$ cat config.mk
export PLATFORM = sky130hd
export DESIGN_NAME = reorder_buffer
export DESIGN_NICKNAME = d
export VERILOG_FILES = /design/src/rtl/reorder_buffer_pkg.sv /design/src/rtl/reorder_buffer.sv
export SDC_FILE = /design/constraint.sdc
export NUM_CORES = 1
export LEC_CHECK = 0
export ABC_AREA = 1
export CELL_PAD_IN_SITES_DETAIL_PLACEMENT = 1
export CELL_PAD_IN_SITES_GLOBAL_PLACEMENT = 1
export CORE_ASPECT_RATIO = 0.7
export CORE_UTILIZATION = 48
export CTS_CLUSTER_DIAMETER = 60
export DETAILED_ROUTE_END_ITERATION = 10
export GPL_ROUTABILITY_DRIVEN = 0
export PLACE_DENSITY_LB_ADDON = 0.1
export SLEW_MARGIN = 10
export SYNTH_ARGS = -nofsm -noshare
export SYNTH_HDL_FRONTEND = slang
export SYNTH_SLANG_ARGS = --single-unit
$ cat constraint.sdc
create_clock -name clk_in -period 7.6 [get_ports clk_in]
set_input_delay 1.14 -clock clk_in [delete_from_list [all_inputs] [get_ports clk_in]]
set_output_delay 1.14 -clock clk_in [all_outputs]
set_load 0.005 [all_outputs]
$ cat src/rtl/reorder_buffer_pkg.sv
// Shared types for the reorder buffer: instruction classes and the per-entry record.
package reorder_buffer_pkg;

    localparam int DEF_ROB_SIZE_BIT = 3;
    localparam int REG_ID_W         = 5;
    localparam int XLEN             = 32;

    typedef enum logic [1:0] {
        TYPE_REG    = 2'd0,
        TYPE_STORE  = 2'd1,
        TYPE_BRANCH = 2'd2
    } issue_type_e;

    typedef struct packed {
        logic                busy;
        logic                ready;
        issue_type_e         typ;
        logic [REG_ID_W-1:0] rd;
        logic [XLEN-1:0]     val;
        logic                pred_taken;
        logic                taken;
        logic [XLEN-1:0]     alt_pc;
    } rob_entry_t;

    // A retiring branch whose resolved direction disagrees with the prediction
    function automatic logic is_mispredict(input rob_entry_t e);
        return (e.typ == TYPE_BRANCH) && (e.taken != e.pred_taken);
    endfunction

endpackage

$ cat src/rtl/reorder_buffer.sv
// Circular reorder buffer: allocates tags at issue, captures CDB results,
// retires in program order and flushes on a mispredicted branch.
module reorder_buffer
    import reorder_buffer_pkg::*;
#(
    parameter int ROB_SIZE_BIT = DEF_ROB_SIZE_BIT
) (
    input  logic                    clk_in,
    input  logic                    rst_in,
    input  logic                    rdy_in,
    input  logic                    issue_valid,
    input  logic [1:0]              issue_type,
    input  logic [REG_ID_W-1:0]     issue_rd,
    input  logic                    issue_ready,
    input  logic [XLEN-1:0]         issue_val,
    input  logic                    issue_pred_taken,
    input  logic [XLEN-1:0]         issue_alt_pc,
    output logic                    rob_full,
    output logic [ROB_SIZE_BIT-1:0] rob_tail,
    output logic                    is_update_dep,
    output logic [REG_ID_W-1:0]     update_dep_id,
    output logic [ROB_SIZE_BIT-1:0] update_dep,
    input  logic                    cdb_valid,
    input  logic [ROB_SIZE_BIT-1:0] cdb_tag,
    input  logic [XLEN-1:0]         cdb_val,
    input  logic                    cdb_taken,
    input  logic [ROB_SIZE_BIT-1:0] qry1_tag,
    input  logic [ROB_SIZE_BIT-1:0] qry2_tag,
    output logic                    qry1_ready,
    output logic                    qry2_ready,
    output logic [XLEN-1:0]         qry1_val,
    output logic [XLEN-1:0]         qry2_val,
    output logic                    is_update_val,
    output logic [REG_ID_W-1:0]     update_val_id,
    output logic [ROB_SIZE_BIT-1:0] update_val_dep,
    output logic [XLEN-1:0]         update_val,
    output logic                    store_commit,
    output logic [ROB_SIZE_BIT-1:0] store_commit_tag,
    output logic                    rob_clear,
    output logic [XLEN-1:0]         clear_pc
);

    localparam int                  ROB_SIZE   = 1 << ROB_SIZE_BIT;
    localparam logic [ROB_SIZE_BIT:0] FULL_COUNT = (ROB_SIZE_BIT + 1)'(ROB_SIZE);

    rob_entry_t              r_rob [ROB_SIZE];
    logic [ROB_SIZE_BIT-1:0] r_head;
    logic [ROB_SIZE_BIT-1:0] r_tail;
    logic [ROB_SIZE_BIT:0]   r_count;

    logic                    w_full;
    logic                    w_accept;
    logic                    w_commit;
    rob_entry_t              w_head_ent;
    rob_entry_t              w_issue_ent;
    logic [ROB_SIZE_BIT:0]   w_count_next;

    // Occupancy, accept/commit qualification and the entry written at issue
    always_comb begin
        w_full       = (r_count == FULL_COUNT);
        w_head_ent   = r_rob[r_head];
        w_accept     = rdy_in & issue_valid & ~w_full & ~rob_clear;
        w_commit     = rdy_in & w_head_ent.busy & w_head_ent.ready & ~rob_clear;
        w_count_next = r_count + {{ROB_SIZE_BIT{1'b0}}, w_accept}
                               - {{ROB_SIZE_BIT{1'b0}}, w_commit};
        w_issue_ent  = '{busy:       1'b1,
                         ready:      issue_ready,
                         typ:        issue_type_e'(issue_type),
                         rd:         issue_rd,
                         val:        issue_val,
                         pred_taken: issue_pred_taken,
                         taken:      1'b0,
                         alt_pc:     issue_alt_pc};
        rob_full     = w_full;
        rob_tail     = r_tail;
    end

    // Same-cycle rename of the destination register to the allocated tag
    always_comb begin
        is_update_dep = w_accept & (issue_type_e'(issue_type) == TYPE_REG);
        update_dep_id = issue_rd;
        update_dep    = r_tail;
    end

    // Operand lookup with a bypass from the result being broadcast this cycle
    always_comb begin
        if (cdb_valid && (cdb_tag == qry1_tag)) begin
            qry1_ready = 1'b1;
            qry1_val   = cdb_val;
        end else begin
            qry1_ready = r_rob[qry1_tag].ready;
            qry1_val   = r_rob[qry1_tag].val;
        end
        if (cdb_valid && (cdb_tag == qry2_tag)) begin
            qry2_ready = 1'b1;
            qry2_val   = cdb_val;
        end else begin
            qry2_ready = r_rob[qry2_tag].ready;
            qry2_val   = r_rob[qry2_tag].val;
        end
    end

    // Entry storage, pointers and registered commit/flush outputs
    always_ff @(posedge clk_in) begin
        if (rst_in) begin
            r_head           <= '0;
            r_tail           <= '0;
            r_count          <= '0;
            for (int unsigned i = 0; i < ROB_SIZE; i++) begin
                r_rob[i[ROB_SIZE_BIT-1:0]].busy <= 1'b0;
            end
            is_update_val    <= 1'b0;
            update_val_id    <= '0;
            update_val_dep   <= '0;
            update_val       <= '0;
            store_commit     <= 1'b0;
            store_commit_tag <= '0;
            rob_clear        <= 1'b0;
            clear_pc         <= '0;
        end else if (rdy_in) begin
            if (rob_clear) begin
                r_head        <= '0;
                r_tail        <= '0;
                r_count       <= '0;
                for (int unsigned i = 0; i < ROB_SIZE; i++) begin
                    r_rob[i[ROB_SIZE_BIT-1:0]].busy <= 1'b0;
                end
                is_update_val <= 1'b0;
                store_commit  <= 1'b0;
                rob_clear     <= 1'b0;
            end else begin
                is_update_val <= 1'b0;
                store_commit  <= 1'b0;

                if (cdb_valid && r_rob[cdb_tag].busy) begin
                    r_rob[cdb_tag].val   <= cdb_val;
                    r_rob[cdb_tag].taken <= cdb_taken;
                    r_rob[cdb_tag].ready <= 1'b1;
                end

                if (w_commit) begin
                    r_rob[r_head].busy <= 1'b0;
                    r_head             <= r_head + ROB_SIZE_BIT'(1);
                    case (w_head_ent.typ)
                        TYPE_REG: begin
                            is_update_val  <= 1'b1;
                            update_val_id  <= w_head_ent.rd;
                            update_val_dep <= r_head;
                            update_val     <= w_head_ent.val;
                        end
                        TYPE_STORE: begin
                            store_commit     <= 1'b1;
                            store_commit_tag <= r_head;
                        end
                        default: begin
                            if (is_mispredict(w_head_ent)) begin
                                rob_clear <= 1'b1;
                                clear_pc  <= w_head_ent.alt_pc;
                            end
                        end
                    endcase
                end

                if (w_accept) begin
                    r_rob[r_tail] <= w_issue_ent;
                    r_tail        <= r_tail + ROB_SIZE_BIT'(1);
                end

                r_count <= w_count_next;
            end
        end
    end

endmodule

## After elaboration in Yosys (flattened, before gate mapping)

Memory sizes are Yosys's and may differ from the RTL's. A register that Yosys moved wholly into a read port is not among the register bits.
Cells that the tools add are included.

- Output and inout bits: 157
- Input port bits: 120
- Bits in read-only memories: 0
- Flip-flop bits (word level): 88
- RAM bits: 600
- Memories kept: 1
- Latch bits: 0

Memories:

| name | depth | width | read ports | clocked after Yosys merged registers in | wr ports | line | source |
|---|---|---|---|---|---|---|---|
| r_rob | 8 | 75 | 4 | 1 | 8 | reorder_buffer.sv:46 | `rob_entry_t r_rob [ROB_SIZE];` |

- Muxes and demuxes: 59
- Bitwise logic cells: 18
- Div/mod/pow operators: 0
- Add/subtract/negate cells: 4
- Equality and inequality tests: 6
- Reductions and logical operators: 17
- Magnitude comparators: 0
- Multipliers: 0
- Shift operators: 0

Operator list:

| kind | count |
|---|---|
| $mux 75 | 3 |
| $reduce_or 75->1 | 3 |
| $mux 32 | 2 |
| $mux 1 | 41 |
| $mux 3 | 10 |
| $or 1x1->1 | 8 |
| $reduce_and 4->1 | 2 |
| $and 1x1->1 | 7 |
| $add 3x1->3 const B | 2 |
| $eq 3x3->1 | 2 |
| $reduce_and 5->1 | 1 |
| $add 4x1->4 | 1 |
| $eq 4x4->1 const B | 1 |
| $logic_and 1x1->1 | 4 |
| $logic_not 2->1 | 2 |
| $mux 2 | 2 |
| $mux 4 | 1 |
| $reduce_and 2->1 | 2 |
| $reduce_bool 2->1 | 2 |
| $sub 4x1->4 | 1 |
| $not 1->1 | 3 |
| $eq 2x1->1 const B | 1 |
| $eq 2x2->1 const B | 1 |
| $reduce_or 2->1 | 1 |
| $ne 1x1->1 | 1 |

## Longest topological paths before layout

- Word-level depth: 11
- Depth in mapped cells: 17

## Worst setup path before layout

No wires, ideal clock.

- Path kind: input -> output
- From: input qry1_tag[0]
- To: output qry1_val[15]
- Required time: 6.460 ns
- Arrival: 2.419 ns
- Stages on the path: 9
- Setup slack: 4.041 ns
- Cells stage by stage: buf_2 > buf_2 > clkbuf_1 > buf_2 > a21oi_1 > o21ai_0 > o21ai_0 > o221ai_1 > o21ai_0

- Cells in the longest elaborated chain, start to end: 3
- Elaborated cells on any way between the ends: 4
- Classes of those cells: eq/ne: 1; mux: 1; reduce/logical: 1; memory: 1

Ends and longest elaborated chain:

| item | line | source |
|---|---|---|
| start: declaration | reorder_buffer.sv:27 | `input logic [ROB_SIZE_BIT-1:0] qry1_tag,` |
| parallel branches: the longest is 2 deep, another holds $mem_v2 8x75 | n/a |  |
| $mux 32 (*) | reorder_buffer.sv:87 | `if (cdb_valid && (cdb_tag == qry1_tag)) begin` |
| end: declaration | reorder_buffer.sv:31 | `output logic [XLEN-1:0] qry1_val,` |

Every way passes the cells marked *.

## Worst setup path in the final report

- From: input qry2_tag[1]
- To: output qry2_val[28]

- Cells in the longest elaborated chain, start to end: 3
- Elaborated cells on any way between the ends: 4
- Classes of those cells: eq/ne: 1; mux: 1; reduce/logical: 1; memory: 1

Ends and longest elaborated chain:

| item | line | source |
|---|---|---|
| start: declaration | reorder_buffer.sv:28 | `input logic [ROB_SIZE_BIT-1:0] qry2_tag,` |
| parallel branches: the longest is 2 deep, another holds $mem_v2 8x75 | n/a |  |
| $mux 32 (*) | reorder_buffer.sv:94 | `if (cdb_valid && (cdb_tag == qry2_tag)) begin` |
| end: declaration | reorder_buffer.sv:32 | `output logic [XLEN-1:0] qry2_val,` |

Marks and branches as above.

==> flow_summary.toml <==
[outcome]
status = "finished, final reports clean"

[clock_tree]
cts_max_level = 3
hold_buffers = 0
clk-insertion-delay-late_ns = 0.64
clkSinkCount = 691
clk_pin_slew_ns = 0.07
cts_setup_buffers = 0
cts-root-buf = "clkbuf_16"
cts_resized = 0
tritoncts = "done"
clock_path_buffers = 3
cts_buffers = 73

[sta]
fin_crit_sh_pct = 69.6
final-hold-violation-count = 0
finalSetupViolations = 0
min_period_ns = 5.29
relSlewSlack_pct = 21.6
fin_setup_tns_ns = 0
max_freq_ghz = 0.189
slew_violations = 0
skew_ns = 0.0219
rsz0062_at_grt = "no"
setup_slack_ns = 2.31
worst_pin_slew_ns = 1.17

[run]
maxCapViolCount = 0

[synthesis]
synth_top_area_cell = "edfxtp_1"
synth.area.top_cells = "edfxtp_1, nand2_1, o21ai_0, dfxtp_1, nand3_1"
syn_avg_cell_area_um2 = 8.45
syn_area_mm2 = 0.0355
netlist_instances = 4205
synth_fp_nets = 4333
synth_top_area_share_pct = 48.7
seq_area_frac_synth_pct = 55.1
yosys_warnings = 0
yosys_register_bits = 691
synth_cell_types = 34

[finish]
layout_commonest_cell = "nand2_1"
layout_common_cells = "nand2_1, o21ai_0, edfxtp_1"
drive_above_1_share_pct = 5.50
nNetsFinal = 4377
final_area_mm2 = 0.0409
syn_to_final_growth_pct = 15.0

[floorplan]
fp-row-count = 83
core_mm2 = 0.0733
dieHeight_um = 230
die_w_um = 327
start_util_pct = 48.5
ios = 277
die_area_mm2 = 0.0752

[setup_path]
path_class = "in2out"
rrSetupSlack_ns = 3.16
end_kind = "primary output"
crit_path_start = "qry2_tag[1]"
crit_fanout = 57
start_kind = "primary input"
critPathArrivalTime_ns = 4.15
cp_data_required_time_ns = 6.46

[power]
power_density_mw_per_mm2 = 215
ir_worst_vdd_mv = 0.163
leakagePower_nw = 15.9

[global_route]
grt-ovfl-total = 0
grt_max_degree = 214
track_usage_pct = 34.7
grt_pass1_wl_um = 197000
grt_pass1_vias = 32200
antenna_found_initial = 11

[hold_path]
min-delay-path-class = "reg2reg"
min-delay-start = "is_update_val"

[routing]
wl_um = 133000
drtPass1Iterations = 5
initialDrtViolationCount = 3282
wl_per_cell_um = 25.0
antenna_left = 0
wl_met2_um = 61300
remaining_drc_errors = 0
num_vias = 32400
vias_per_cell = 6.12
routed-wl-met3_um = 11600
wl_met1_um = 55600
dr.max_layer_used = "met5"

[placed_design]
place_ws_ns = 2.48
place_area_mm2 = 0.0385
dpl.hpwl_um = 76000
numPortBuffers = 276
-- critical path, stage by stage --
cell and delay, ns:
buf_4 0.54, buf_4 0.60, o21ai_0 0.19, o21ai_0 0.44, o221ai_1 0.16, o21ai_0 0.32
clkdlybuf4s50_1 0.64
-- layer usage --
metal  global-route usage (%)  vias up
met3                     6.31      279
li1                         -    14500
met4                     12.3        8
met5                        0        -
met2                     55.1     1490
met1                     47.6    16100
-- cells by family (layout without fill, tap and decap cells) --
group / count (synthesis) / count (layout) / synth area share (%)
AND/OR/NAND/NOR: 1652 / 1652 / 19.1
AO/OA/AOI/OAI: 1150 / 1150 / 17.3
buffers and inverters: 699 / 804 / 8.01
flip-flops: 691 / 691 / 55.1
adder cells (fa/ha/maj): 8 / 8 / 0.303
XOR/XNOR: 5 / 5 / 0.123
other: 0 / 8 / 0
-- power by group --
group / internal, W / switching (W)
combinational: 0.000335 / 0.000615
sequential: 0.00415 / 0.0000383
clock: 0.00206 / 0.00160
-- cell usage after synthesis --
master    count
o211ai_1     65
inv_1       308
buf_6         3
nand3_1     334
o22ai_1      25
inv_2        30
nand2_2       1
clkbuf_2     12
clkbuf_1    191
nor2_2        6
nor4_1        1
nor3_1       12
dfxtp_1     115
a21o_1        1
nand2_1    1050
xnor2_1       4
ha_1          7
buf_2       103
o221ai_1     54
o21bai_1      1
o21ai_1      29
a22oi_1       1
xor2_1        1
edfxtp_1    576
nand3_2       1
fa_1          1
nand4_1      43
a21oi_1     264
o21ai_0     710
buf_1        37
buf_4        15
nor2_1      202
nor3_2        1
nand3_4       1
-- flip-flops by register name (all words and copies together) (netlist names), 3 cells and up, named ones only --
| register | cells |
|---|---|
| store_commit_tag | 3 |
| rob_tail | 3 |
| r_count | 4 |
| update_val | 32 |
| r_head | 3 |
| update_val_dep | 3 |
| clear_pc | 32 |
| r_rob | 600 |
| update_val_id | 5 |
-- final timing paths --
path,endpoint,depth (start not counted)
setup / recovery,qry2_val[28],7
setup reg to reg,clear_pc[18],13
hold / removal,is_update_val,2
hold reg to reg,is_update_val,2
-- layout make-up --
type,instances,area (um2)
Antenna cell,8,20.0
Timing Repair Buffer,330,3190
Tap cell,977,1220
Clock buffer,101,2030
Sequential cell,691,19600
Clock inverter,35,355
Fill cell,8604,32400
Multi-Input combinational cell,2815,13200
Inverter,338,1280
-- through the flow --
stage | power (W) | instances | hold slack, ns | utilization [%]
floorplan | 0.00478 | 4205 | 0.445 | -
global placement | 0.00517 | 5151 | 0.455 | 52.5
detailed placement | 0.00519 | 5151 | 0.465 | 52.5
CTS | 0.00881 | 5287 | 0.481 | 55.7
global route | 0.00903 | 5291 | 0.508 | 55.8
finish | 0.00879 | 5295 | 0.482 | 55.8
Power figures use the tool's default switching activity.
